`config.mk`:
```
export PLATFORM = sky130hd
export DESIGN_NAME = watch_set_ctrl
export DESIGN_NICKNAME = d
export VERILOG_FILES = /design/src/rtl/watch_pkg.sv /design/src/rtl/ms_strobe.sv /design/src/rtl/watch_set_ctrl.sv
export SDC_FILE = /design/constraint.sdc
export NUM_CORES = 1
export LEC_CHECK = 0
export BUFFER_PORTS_ARGS = -buffer_cell sky130_fd_sc_hd__buf_2
export CAP_MARGIN = 20
export CORE_MARGIN = 5
export CORE_UTILIZATION = 40
export DETAILED_ROUTE_END_ITERATION = 16
export GPL_ROUTABILITY_DRIVEN = 0
export GPL_TIMING_DRIVEN = 0
export PLACE_DENSITY = 0.66
export SYNTH_ARGS = -nofsm -noshare
export SYNTH_HDL_FRONTEND = slang
export SYNTH_SLANG_ARGS = --single-unit
```
`constraint.sdc`:
```
create_clock -name clk -period 2.1 [get_ports clk]
set_input_delay 0.105 -clock clk [delete_from_list [all_inputs] [get_ports clk]]
set_output_delay 0.105 -clock clk [all_outputs]
set_load 0.1 [all_outputs]
```
`src/rtl/watch_pkg.sv`:
```
// watch_pkg: shared state encoding and field helpers for the watch edit controller.
package watch_pkg;

    localparam logic [1:0] FIELD_NONE = 2'd0;
    localparam logic [1:0] FIELD_SEC  = 2'd1;
    localparam logic [1:0] FIELD_MIN  = 2'd2;
    localparam logic [1:0] FIELD_HOUR = 2'd3;

    // State codes equal the field codes so the field output is the state itself.
    typedef enum logic [1:0] {
        IDLE     = FIELD_NONE,
        SEL_SEC  = FIELD_SEC,
        SEL_MIN  = FIELD_MIN,
        SEL_HOUR = FIELD_HOUR
    } state_e;

    function automatic state_e next_sel(input state_e s);
        return s == SEL_SEC ? SEL_MIN : s == SEL_MIN ? SEL_HOUR : SEL_SEC;
    endfunction

    function automatic logic [2:0] field_onehot(input state_e s);
        return s == SEL_SEC ? 3'b001 : s == SEL_MIN ? 3'b010 : s == SEL_HOUR ? 3'b100 : 3'b000;
    endfunction

endpackage

```
`src/rtl/ms_strobe.sv`:
```
// ms_strobe: free-running cycle divider with sync clear; one-cycle strobe every DIV cycles.
module ms_strobe #(
    parameter int DIV = 100_000
) (
    input  logic clk,
    input  logic reset,
    input  logic clr_i,
    output logic stb_o
);

    localparam int W = DIV > 1 ? $clog2(DIV) : 1;

    logic [W-1:0] cnt_q;

    assign stb_o = cnt_q == W'(DIV - 1);

    always_ff @(posedge clk) begin
        if (reset || clr_i) cnt_q <= '0;
        else cnt_q <= stb_o ? '0 : cnt_q + 1'b1;
    end

endmodule

```
`src/rtl/watch_set_ctrl.sv`:
```
// watch_set_ctrl: edit-mode field selection, press/auto-repeat adjust ticks,
// idle timeout and blink strobe for the watch datapath.
module watch_set_ctrl
    import watch_pkg::*;
#(
    parameter int MS_DIV     = 100_000,
    parameter int HOLD_MS    = 500,
    parameter int REPEAT_MS  = 100,
    parameter int TIMEOUT_MS = 10_000,
    parameter int BLINK_MS   = 250
) (
    input  logic       clk,
    input  logic       reset,
    input  logic       sw_mode,
    input  logic       btn_next,
    input  logic       btn_up,
    input  logic       btn_down,
    output logic       tick_sec_up,
    output logic       tick_min_up,
    output logic       tick_hour_up,
    output logic       tick_sec_down,
    output logic       tick_min_down,
    output logic       tick_hour_down,
    output logic [1:0] field,
    output logic       edit_active,
    output logic       blink
);

    localparam int HMAX = HOLD_MS > REPEAT_MS ? HOLD_MS : REPEAT_MS;
    localparam int HW   = HMAX > 1 ? $clog2(HMAX) : 1;
    localparam int TW   = TIMEOUT_MS > 1 ? $clog2(TIMEOUT_MS) : 1;
    localparam int BW   = BLINK_MS > 1 ? $clog2(BLINK_MS) : 1;

    state_e        state_q, state_d;
    logic          sw_q, nx_q, up_q, dn_q;
    logic [HW-1:0] hold_q, hold_d;
    logic [TW-1:0] to_q, to_d;
    logic [BW-1:0] bl_q, bl_d;
    logic          arm_q, arm_d, rep_q, rep_d, dir_q, dir_d, blink_q, blink_d;
    logic [2:0]    tku_q, tku_d, tkd_q, tkd_d;
    logic          stb, clr_div, timeout, lone_up, lone_dn, any_rise, held_ok, blink_wrap;
    logic [2:0]    oh;

    ms_strobe #(.DIV(MS_DIV)) u_ms (
        .clk   (clk),
        .reset (reset),
        .clr_i (clr_div),
        .stb_o (stb)
    );

    assign lone_up    = btn_up & ~up_q & ~btn_down;
    assign lone_dn    = btn_down & ~dn_q & ~btn_up;
    assign any_rise   = (btn_next & ~nx_q) | (btn_up & ~up_q) | (btn_down & ~dn_q);
    assign timeout    = stb && to_q == TW'(TIMEOUT_MS - 1);
    assign blink_wrap = stb && bl_q == BW'(BLINK_MS - 1);
    assign held_ok    = dir_q ? (btn_down & ~btn_up) : (btn_up & ~btn_down);
    assign oh         = field_onehot(state_q);

    always_ff @(posedge clk) begin
        if (reset) begin
            state_q <= IDLE;
            {sw_q, nx_q, up_q, dn_q} <= '0;
            hold_q  <= '0;
            to_q    <= '0;
            bl_q    <= '0;
            {arm_q, rep_q, dir_q, blink_q} <= '0;
            tku_q   <= '0;
            tkd_q   <= '0;
        end else begin
            state_q <= state_d;
            {sw_q, nx_q, up_q, dn_q} <= {sw_mode, btn_next, btn_up, btn_down};
            hold_q  <= hold_d;
            to_q    <= to_d;
            bl_q    <= bl_d;
            {arm_q, rep_q, dir_q, blink_q} <= {arm_d, rep_d, dir_d, blink_d};
            tku_q   <= tku_d;
            tkd_q   <= tkd_d;
        end
    end

    always_comb begin
        state_d = state_q;
        hold_d  = '0;
        to_d    = '0;
        bl_d    = '0;
        arm_d   = 1'b0;
        rep_d   = rep_q;
        dir_d   = dir_q;
        blink_d = 1'b0;
        tku_d   = '0;
        tkd_d   = '0;
        clr_div = 1'b0;
        if (state_q == IDLE) begin
            state_d = sw_mode && !sw_q ? SEL_SEC : IDLE;
            blink_d = sw_mode && !sw_q;
        end else if (!sw_mode || timeout) begin
            state_d = IDLE;
        end else begin
            to_d    = any_rise ? '0 : to_q + TW'(stb);
            bl_d    = blink_wrap ? '0 : bl_q + BW'(stb);
            blink_d = blink_q ^ blink_wrap;
            hold_d  = hold_q + HW'(stb & arm_q);
            if (btn_next && !nx_q) begin
                state_d = next_sel(state_q);
                blink_d = 1'b1;
                bl_d    = '0;
            end else if (lone_up || lone_dn) begin
                tku_d   = lone_dn ? 3'b000 : oh;
                tkd_d   = lone_dn ? oh : 3'b000;
                arm_d   = 1'b1;
                dir_d   = lone_dn;
                rep_d   = 1'b0;
                hold_d  = '0;
                clr_div = 1'b1;
            end else if (arm_q && held_ok) begin
                arm_d = 1'b1;
                // First repeat after HOLD_MS, then every REPEAT_MS, counted on the restarted ms grid.
                if (stb && hold_q == HW'((rep_q ? REPEAT_MS : HOLD_MS) - 1)) begin
                    tku_d  = dir_q ? 3'b000 : oh;
                    tkd_d  = dir_q ? oh : 3'b000;
                    rep_d  = 1'b1;
                    hold_d = '0;
                end
            end
        end
    end

    assign {tick_hour_up, tick_min_up, tick_sec_up}       = tku_q;
    assign {tick_hour_down, tick_min_down, tick_sec_down} = tkd_q;
    assign field       = state_q;
    assign edit_active = state_q != IDLE;
    assign blink       = blink_q;

endmodule

```
==> results.tsv, run 1 <==
stage	metric	value	unit
clocking	H-Tree Depth	3	
logic_synthesis	count leader, synth	nor2_1	
sta	Final Hold Viols	0	
routing	final WL	5.37	mm
sta	unrepaired setup endpoints after global routing	yes	
power_and_ir_drop	Internal Pwr Total	1.76	mW
global_route	GR Util met1	15.8	%
floorplanning	num rows	31	
sta	Period Utilization, post-route	98.5	%
power_and_ir_drop	P_sw	0.517	mW
worst_setup_path	Setup crit start kind	flop	
run	Max-Cap Viols	0	
logic_synthesis	Syn Area/Cell	8.83	um^2
power_and_ir_drop	register share of total power	54.3	%
final_layout	Antenna diodes	0	
sta	final setup fails	0	
power_and_ir_drop	Clk network pwr share	39.6	%
worst_hold_path	Hold WC Path Type	in2reg	
power_and_ir_drop	peak supply drop	0.304	mV
clocking	CTS tree	done	
power_and_ir_drop	switch share	22.7	%
logic_synthesis	share of the synthesized area in the top cell type	44.4	%
sta	Rel. slew slack	57.5	%
global_route	grt total ovfl	0	
worst_setup_path	r2r setup slk	0.03	ns
clocking	root buf cell	clkbuf_8	
logic_synthesis	Net Count, Synth	344	
global_route	global-route wire length before repair	9.18	mm
logic_synthesis	sequential element share of the synthesized area	44.4	%
final_layout	P&R area growth vs syn	20.9	%
power_and_ir_drop	Comb pwr share	6.0	%
clocking	Clock Path Buffers	2	
worst_setup_path	reg2reg path depth	11	
logic_synthesis	Synth cell types	44	
sta	Max Fclk	0.483	GHz
place	IO buf count	15	
routing	routed length per instance	11.5	um
power_and_ir_drop	power density over the cells	653	mW/mm^2
worst_setup_path	Crit. End Element	flop	
worst_setup_path	Worst Setup Path Type	reg2reg	
power_and_ir_drop	leakage	1.27	nW
sta	Fin Clk Skew	0.00519	ns
routing	post-route ant nets	0	
global_route	vias in the first global route	2103	
final_layout	fin cells	467	
floorplanning	die area	0.00902	mm^2
routing	drt pass-1 iters	4	
logic_synthesis	synthesis-stage register bit count	64	
floorplanning	Chip Height	95.0	um
floorplanning	starting density of the core	40.5	%
final_layout	Net count, final	381	
worst_setup_path	worst-path maximum fanout	5	
logic_synthesis	area leader, netlist	dfxtp_1	
final_layout	share of layout cells above drive strength 1	20.1	%
global_route	All-Layer GR Usage	12.9	%
worst_setup_path	Reg2Reg Launch Point	u_ms.cnt_q[0]$_SDFF_PP0_	
routing	Remaining DRCs	0	
clocking	Clk pin slew, worst setup/hold paths	0.06	ns
global_route	antenna violations before repair	0	
global_route	largest net degree at the start of global routing	11	
place	dpl hpwl	3.64	mm
worst_setup_path	Critical Path Source	u_ms.cnt_q[0]$_SDFF_PP0_	
sta	Worst-Margin Slew	0.637	ns
place	pre-CTS WS	-0.353	ns
worst_setup_path	CP required	2.37	ns
floorplanning	Die Wd	95.0	um
sta	min cycle time layout	2.07	ns
logic_synthesis	yosys warns	0	
clocking	TritonCTS Buffers	9	
sta	Slew Limit Fails	0	
logic_synthesis	EDFF count, synth	0	
clocking	Sink Count	64	
floorplanning	boundary pin count	16	
routing	Starting DRT DRC Count	82	
logic_synthesis	main area contributors after synthesis	dfxtp_1 (44%), nor2_1 (8.4%), xnor2_1 (7.0%)	
place	Placed Cells	441	
global_route	Top Usage Layer GRT	met2	
global_route	met3 Resource Use GR	4.54	%
worst_setup_path	crit path capture	hold_q[8]$_SDFF_PP0_	
routing	via count	2213	
worst_setup_path	worst r2r dst	hold_q[8]$_SDFF_PP0_	
clocking	clk_lat worst skew	0.33	ns
routing	Vias per Instance	4.74	
final_layout	Finished Core Util	48.9	%
sta	Final WS setup	0.0314	ns
logic_synthesis	FFs w/ async S/R, synth	0	%
logic_synthesis	Synth Instances	327	
logic_synthesis	most instantiated cells after synthesis	nor2_1 (65), dfxtp_1 (64), nand2_1 (27), xnor2_1 (23)	
logic_synthesis	predominant post-synthesis flop cell	dfxtp_1	
worst_setup_path	CP arrival	2.34	ns
logic_synthesis	post-synthesis cell area	0.00289	mm^2
outcome	status	finished, final reports clean	
floorplanning	Core Box Area	0.00714	mm^2
global_route	met2 GRT Util	21.0	%
==> layout make-up <==
type / instances / area (um^2)
well taps: 99 / 124
fillers: 694 / 3650
plain buffers: 5 / 26.3
inverters: 12 / 45.0
repair buffers: 26 / 158
clock buffers: 15 / 166
flip-flops and latches: 64 / 1290
multi-input cells: 246 / 1680
==> through the flow <==
| stage | TNS, ns | power, mW | area (um^2) | hold slack (ns) |
|---|---|---|---|---|
| 2_1_floorplan | 0 | 1.35 | 2900 | 0.233 |
| 3_3_place_gp | -2.61 | 1.38 | 3100 | 0.357 |
| 3_5_place_dp | -3.21 | 1.38 | 3100 | 0.361 |
| 4_1_cts | 0 | 2.29 | 3330 | 0.00907 |
| 5_1_grt | -0.217 | 2.38 | 3490 | 0.0536 |
| 6_report | 0 | 2.28 | 3490 | 0.0333 |
==> critical path, cell delays in order, from the launching register on <==
cell and delay [ns]:
dfxtp_2 0.35, ha_4 0.14, and4_4 0.23, nand4_1 0.16, inv_2 0.17, and2_4 0.17, ha_4 0.15, ha_4 0.15
and3_4 0.17, xor2_1 0.14, nand2_1 0.06, nor2_1 0.13
==> placed cells by master, fill, tap and decap left out, types with 2 or more instances in the layout <==
cell and instances:
dfxtp_2 2, dfxtp_4 2, xor2_1 17, nor2_2 2, nand4b_1 2, buf_2 18, and4_1 2, a21oi_1 4
o21ba_2 2, nand3b_1 2, nor3_1 5, xnor2_1 23, inv_1 11, and3_1 9, a211oi_2 2, nor3_2 2
and2_1 4, and4b_1 2, nand2_1 27, ha_4 5, dfxtp_1 60, buf_4 12, and2_4 2, nand3_1 18
ha_1 5, nor2_1 63, clkbuf_1 5, nor2b_1 8, clkbuf_8 11, nor3b_1 4, nand4_1 9
==> power by group through the flow <==
stage          Clock (mW)  Sequential [mW]  Combinational, mW
2_1_floorplan           0             1.28             0.0709
3_3_place_gp            0             1.26              0.120
3_5_place_dp            0             1.26              0.121
4_1_cts             0.929             1.24              0.123
5_1_grt             0.989             1.24              0.153
6_report            0.903             1.24              0.138
==> worst min path at each step <==
stage	start	endpoint	slack (ns)	depth (start not counted)
4_1_cts	sw_mode	sw_q$_SDFF_PP0_	0.009	2
5_1_grt	btn_next	nx_q$_SDFF_PP0_	0.05	2
3_5_place_dp	sw_mode	sw_q$_SDFF_PP0_	0.36	2
3_3_place_gp	sw_mode	sw_q$_SDFF_PP0_	0.36	2
2_1_floorplan	btn_down	dn_q$_SDFF_PP0_	0.23	1
6_report	btn_next	nx_q$_SDFF_PP0_	0.03	2
==> layer usage <==
metal	vias to the layer above	wire length, um	part of all wire (%)
met3	7	227	4.2
met4	0	67	1.2
met2	22	2590	48
met5	-	0	0
li1	1176	-	-
met1	1008	2490	46
==> sequential cells by signal (all words and copies together), names as in the netlist, 2 cells and up <==
signal	cells
bl_q	8
hold_q	9
u_ms.cnt_q	17
to_q	14
tkd_q	3
tku_q	3
field	2
==> timing repair <==
item                                    in CTS  in global routing
pin swaps                                    2                 10
hold buffers                                 0                  0
endpoints found under the setup margin      23                 20
buffers inserted                             4                  7
resized for setup                           10                 19
==> kinds of logic (layout without fill, tap and decap cells) <==
group | Yosys count | after routing | share of synthesized area (%)
compound gates | 17 | 17 | 4.64
buf+inv | 17 | 58 | 2.47
flops | 64 | 64 | 44.4
simple gates | 177 | 177 | 31.3
fa+ha+maj | 11 | 11 | 4.77
xor+xnor | 41 | 41 | 12.4
Power figures use the tool's default switching activity.
==> inputs of run 2 (changes only) <==
- CTS_CLUSTER_SIZE: unset -> 20
- SYNTH_HIERARCHICAL: unset -> 1
==> results.tsv, run 2 <==
stage	metric	value	unit	change
worst_hold_path	Hold WC Path Type	in2reg		
logic_synthesis	FFs w/ async S/R, synth	0	%	unchanged
sta	final setup fails	60		+60
final_layout	max reg flops	17		unchanged
global_route	grt total ovfl	0		unchanged
sta	Final WS setup	-0.455	ns	-0.486 ns
final_layout	P&R area growth vs syn	35.7	%	
power_and_ir_drop	Clk network pwr share	48.0	%	+8.4 points
final_layout	Largest regs	u_ms/cnt_q (17), to_q (14), hold_q (9)		
global_route	vias in the first global route	2289		+8.8%
worst_setup_path	Critical Path, Cell by Cell	ha_4 > nand4_4 > or2_4 > nor3_4 > buf_4 > nand4_1 > or4b_4 > a211o_4 > a21oi_4 > nor4_1		
clocking	H-Tree Depth	3		unchanged
logic_synthesis	share of the synthesized area in the top cell type	44.5	%	+0.13 points
floorplanning	num rows	31		unchanged
power_and_ir_drop	peak supply drop	0.498	mV	+64%
clocking	TritonCTS Buffers	9		unchanged
logic_synthesis	Synth Area in XOR/XNOR	12.5	%	+0.038 points
global_route	met2 GRT Util	25.1	%	+4.1 points
sta	Max Fclk	0.391	GHz	-19%
floorplanning	Core Box Area	0.00714	mm^2	unchanged
logic_synthesis	mux contribution to synthesized area	0	%	unchanged
power_and_ir_drop	leakage	1.37	nW	+8.1%
logic_synthesis	post-synthesis compound-gate area fraction	5.56	%	+0.93 points
logic_synthesis	post-synthesis cell area	0.00288	mm^2	-0.30%
logic_synthesis	predominant post-synthesis flop cell	dfxtp_1		
logic_synthesis	EDFF count, synth	0		unchanged
place	dpl hpwl	3.84	mm	+5.5%
clocking	Sink Count	64		unchanged
global_route	global-route wire length before repair	10.4	mm	+13%
final_layout	commonest non-fill, non-tap cells in the layout	dfxtp_1 (57), nor2_1 (36), buf_4 (25), xnor2_1 (23), xor2_1 (18)		
logic_synthesis	main area contributors after synthesis	dfxtp_1 (45%), xnor2_1 (7.0%), nor2_1 (6.8%)		
place	Placed Cells	422		-4.3%
routing	Remaining DRCs	0		unchanged
final_layout	share of layout cells above drive strength 1	33.0	%	+13 points
global_route	GR Util met1	17.1	%	+1.3 points
logic_synthesis	adder-cell share of the synthesized area	4.78	%	+0.014 points
global_route	met3 Resource Use GR	4.70	%	+0.16 points
logic_synthesis	Net Count, Synth	325		-5.5%
worst_setup_path	slowest stage delay, CP	0.50	ns	+0.15 ns
power_and_ir_drop	power density over the cells	707	mW/mm^2	+8.4%
worst_setup_path	Setup crit start kind	flop		
final_layout	Antenna diodes	0		unchanged
worst_setup_path	worst-path maximum fanout	5		unchanged
final_layout	Biggest register	u_ms/cnt_q		
power_and_ir_drop	Comb pwr share	7.2	%	+1.2 points
logic_synthesis	count leader, synth	dfxtp_1		
power_and_ir_drop	register share of total power	44.7	%	-9.6 points
global_route	Top Usage Layer GRT	met2		
global_route	antenna violations before repair	0		unchanged
final_layout	Net count, final	385		+1.0%
global_route	largest net degree at the start of global routing	12		+1
worst_setup_path	Crit. End Element	flop		
final_layout	Finished Core Util	54.7	%	+5.8 points
outcome	failing checks	negative setup slack		
run	Max-Cap Viols	0		unchanged
logic_synthesis	Synth Instances	308		-5.8%
global_route	All-Layer GR Usage	14.9	%	+2.0 points
routing	post-route ant nets	0		unchanged
routing	Vias per Instance	4.93		+3.9%
logic_synthesis	most instantiated cells after synthesis	dfxtp_1 (64), nor2_1 (52), xnor2_1 (23), xor2_1 (18), nand2_1 (15)		
sta	Setup TNS	-17.27	ns	-17.27 ns
power_and_ir_drop	PnR Total Power	2.76	mW	+21%
clocking	Clk pin slew, worst setup/hold paths	0.07	ns	about the same
final_layout	fin cells	472		+1.1%
worst_setup_path	CP arrival	2.77	ns	+0.43 ns
power_and_ir_drop	switch share	22.0	%	-0.69 points
sta	Fin Clk Skew	0.00885	ns	+0.00366 ns
sta	Final Hold Viols	0		unchanged
clocking	CTS tree	done		
sta	unrepaired setup endpoints after global routing	yes		
sta	Worst-Margin Slew	0.582	ns	-0.0551 ns
logic_synthesis	yosys warns	6		+6
routing	via count	2325		+5.1%
floorplanning	die area	0.00899	mm^2	-0.26%
routing	drt pass-1 iters	4		unchanged
logic_synthesis	synthesis-stage register bit count	64		unchanged
worst_setup_path	critical path's slowest cell	or4b_4		
sta	Rel. slew slack	61.2	%	+3.8 points
floorplanning	Die Wd	94.8	um	-0.13%
sta	Slew Limit Fails	0		unchanged
floorplanning	Chip Height	94.8	um	-0.13%
clocking	root buf cell	clkbuf_8		
sta	hold_ws	0.0191	ns	-0.0142 ns
routing	Starting DRT DRC Count	49		-40%
worst_setup_path	Worst Setup Path Type	reg2reg		
place	IO buf count	15		unchanged
power_and_ir_drop	Internal Pwr Total	2.15	mW	+22%
sta	Period Utilization, post-route	122	%	+23 points
sta	min cycle time layout	2.55	ns	+0.486 ns
logic_synthesis	main combinational cell family by area after synthesis	simple AND/OR/NAND/NOR gates		
logic_synthesis	sequential element share of the synthesized area	44.5	%	+0.13 points
outcome	status	finished with violations		
floorplanning	starting density of the core	40.3	%	-0.12 points
logic_synthesis	Synth Area in Simple Gates	29.5	%	-1.9 points
worst_setup_path	CP required	2.31	ns	-0.06 ns
clocking	clk_lat worst skew	0.34	ns	about the same
routing	final WL	6.09	mm	+13%
power_and_ir_drop	P_sw	0.608	mW	+18%
floorplanning	boundary pin count	16		unchanged
logic_synthesis	area leader, netlist	dfxtp_1		
clocking	Clock Path Buffers	2		unchanged
logic_synthesis	Syn Area/Cell	9.35	um^2	+5.8%
final_layout	commonest non-fill, non-tap cell in the layout	dfxtp_1		
logic_synthesis	Synth cell types	51		+16%
routing	routed length per instance	12.9	um	+12%
## run 2: cell count changes after synthesis, sizes merged, moves of 4 or more
cell | before | now
nand3 | 18 | 14
nor4 | 2 | 14
nor2b | 8 | 4
nand2 | 27 | 16
nand4 | 9 | 15
nor2 | 65 | 52
## run 2: power by group through the flow
| stage | clock network (mW) | logic, mW | registers, mW |
|---|---|---|---|
| detailed placement | 0 | 0.136 | 1.27 |
| floorplan | 0 | 0.0836 | 1.29 |
| global placement | 0 | 0.133 | 1.27 |
| CTS | 1.36 | 0.176 | 1.23 |
| global route | 1.41 | 0.214 | 1.24 |
| finish | 1.33 | 0.200 | 1.24 |
## run 2: cells by family (layout without fill, tap and decap cells)
group	count (synthesis)	after routing
buf+inv	19	83
fa+ha+maj	11	11
simple gates	157	157
compound gates	16	17
xor+xnor	41	41
flops	64	64
## run 2: worst paths after layout
path	startpoint	to	slack [ns]	cells past startpoint
min	sw_mode	sw_q$_SDFF_PP0_	0.02	2
max reg2reg	u_ms/cnt_q[1]$_SDFF_PP0_	hold_q[5]$_SDFF_PP0_	-0.45	10
max	u_ms/cnt_q[1]$_SDFF_PP0_	hold_q[5]$_SDFF_PP0_	-0.45	10
min reg2reg	bl_q[7]$_SDFF_PP0_	bl_q[7]$_SDFF_PP0_	0.53	2
## run 2: per-stage QoR
stage               setup slack [ns]  cell area [um^2]
detailed placement            -0.721              3140
global route                  -0.556              3910
finish                        -0.455              3910
CTS                           -0.456              3690
floorplan                     -0.307              2940
global placement              -0.631              3140
## run 2: worst max-delay path: cells and delay by family, from the launching register on
family,cells,cell delay [ns]
AOI/OAI and AO/OA,2,0.58
adders and majority gates,1,0.14
buffers and inverters,1,0.14
DFF,1,0.36
and+or+nand+nor,6,1.21
## run 2: layer usage
metal / vias up / routed length, um / part of all wire (%)
li1: 1198 / - / -
met1: 1081 / 2860 / 47
met2: 37 / 2910 / 48
met3: 9 / 234 / 3.8
met4: 0 / 85 / 1.4
met5: - / 0 / 0
## run 2: final cells by class
cell class,count,area [um^2]
Tap cell,99,124
Multi-Input combinational cell,226,1760
Clock inverter,5,103
Fill cell,646,3230
Sequential cell,64,1300
Clock buffer,11,151
Buffer,8,66.3
Inverter,11,41.3
Timing Repair Buffer,48,364
## run 2: timing repair
item / 4_1_cts / 5_1_grt
setup buffers: 20 / 10
setup endpoints to repair: 60 / 60
hold buffers: 1 / 0
pin swaps: 18 / 16
endpoints found under the hold margin: 1 / 0
gates cloned: 3 / 0
gates resized for setup: 29 / 32
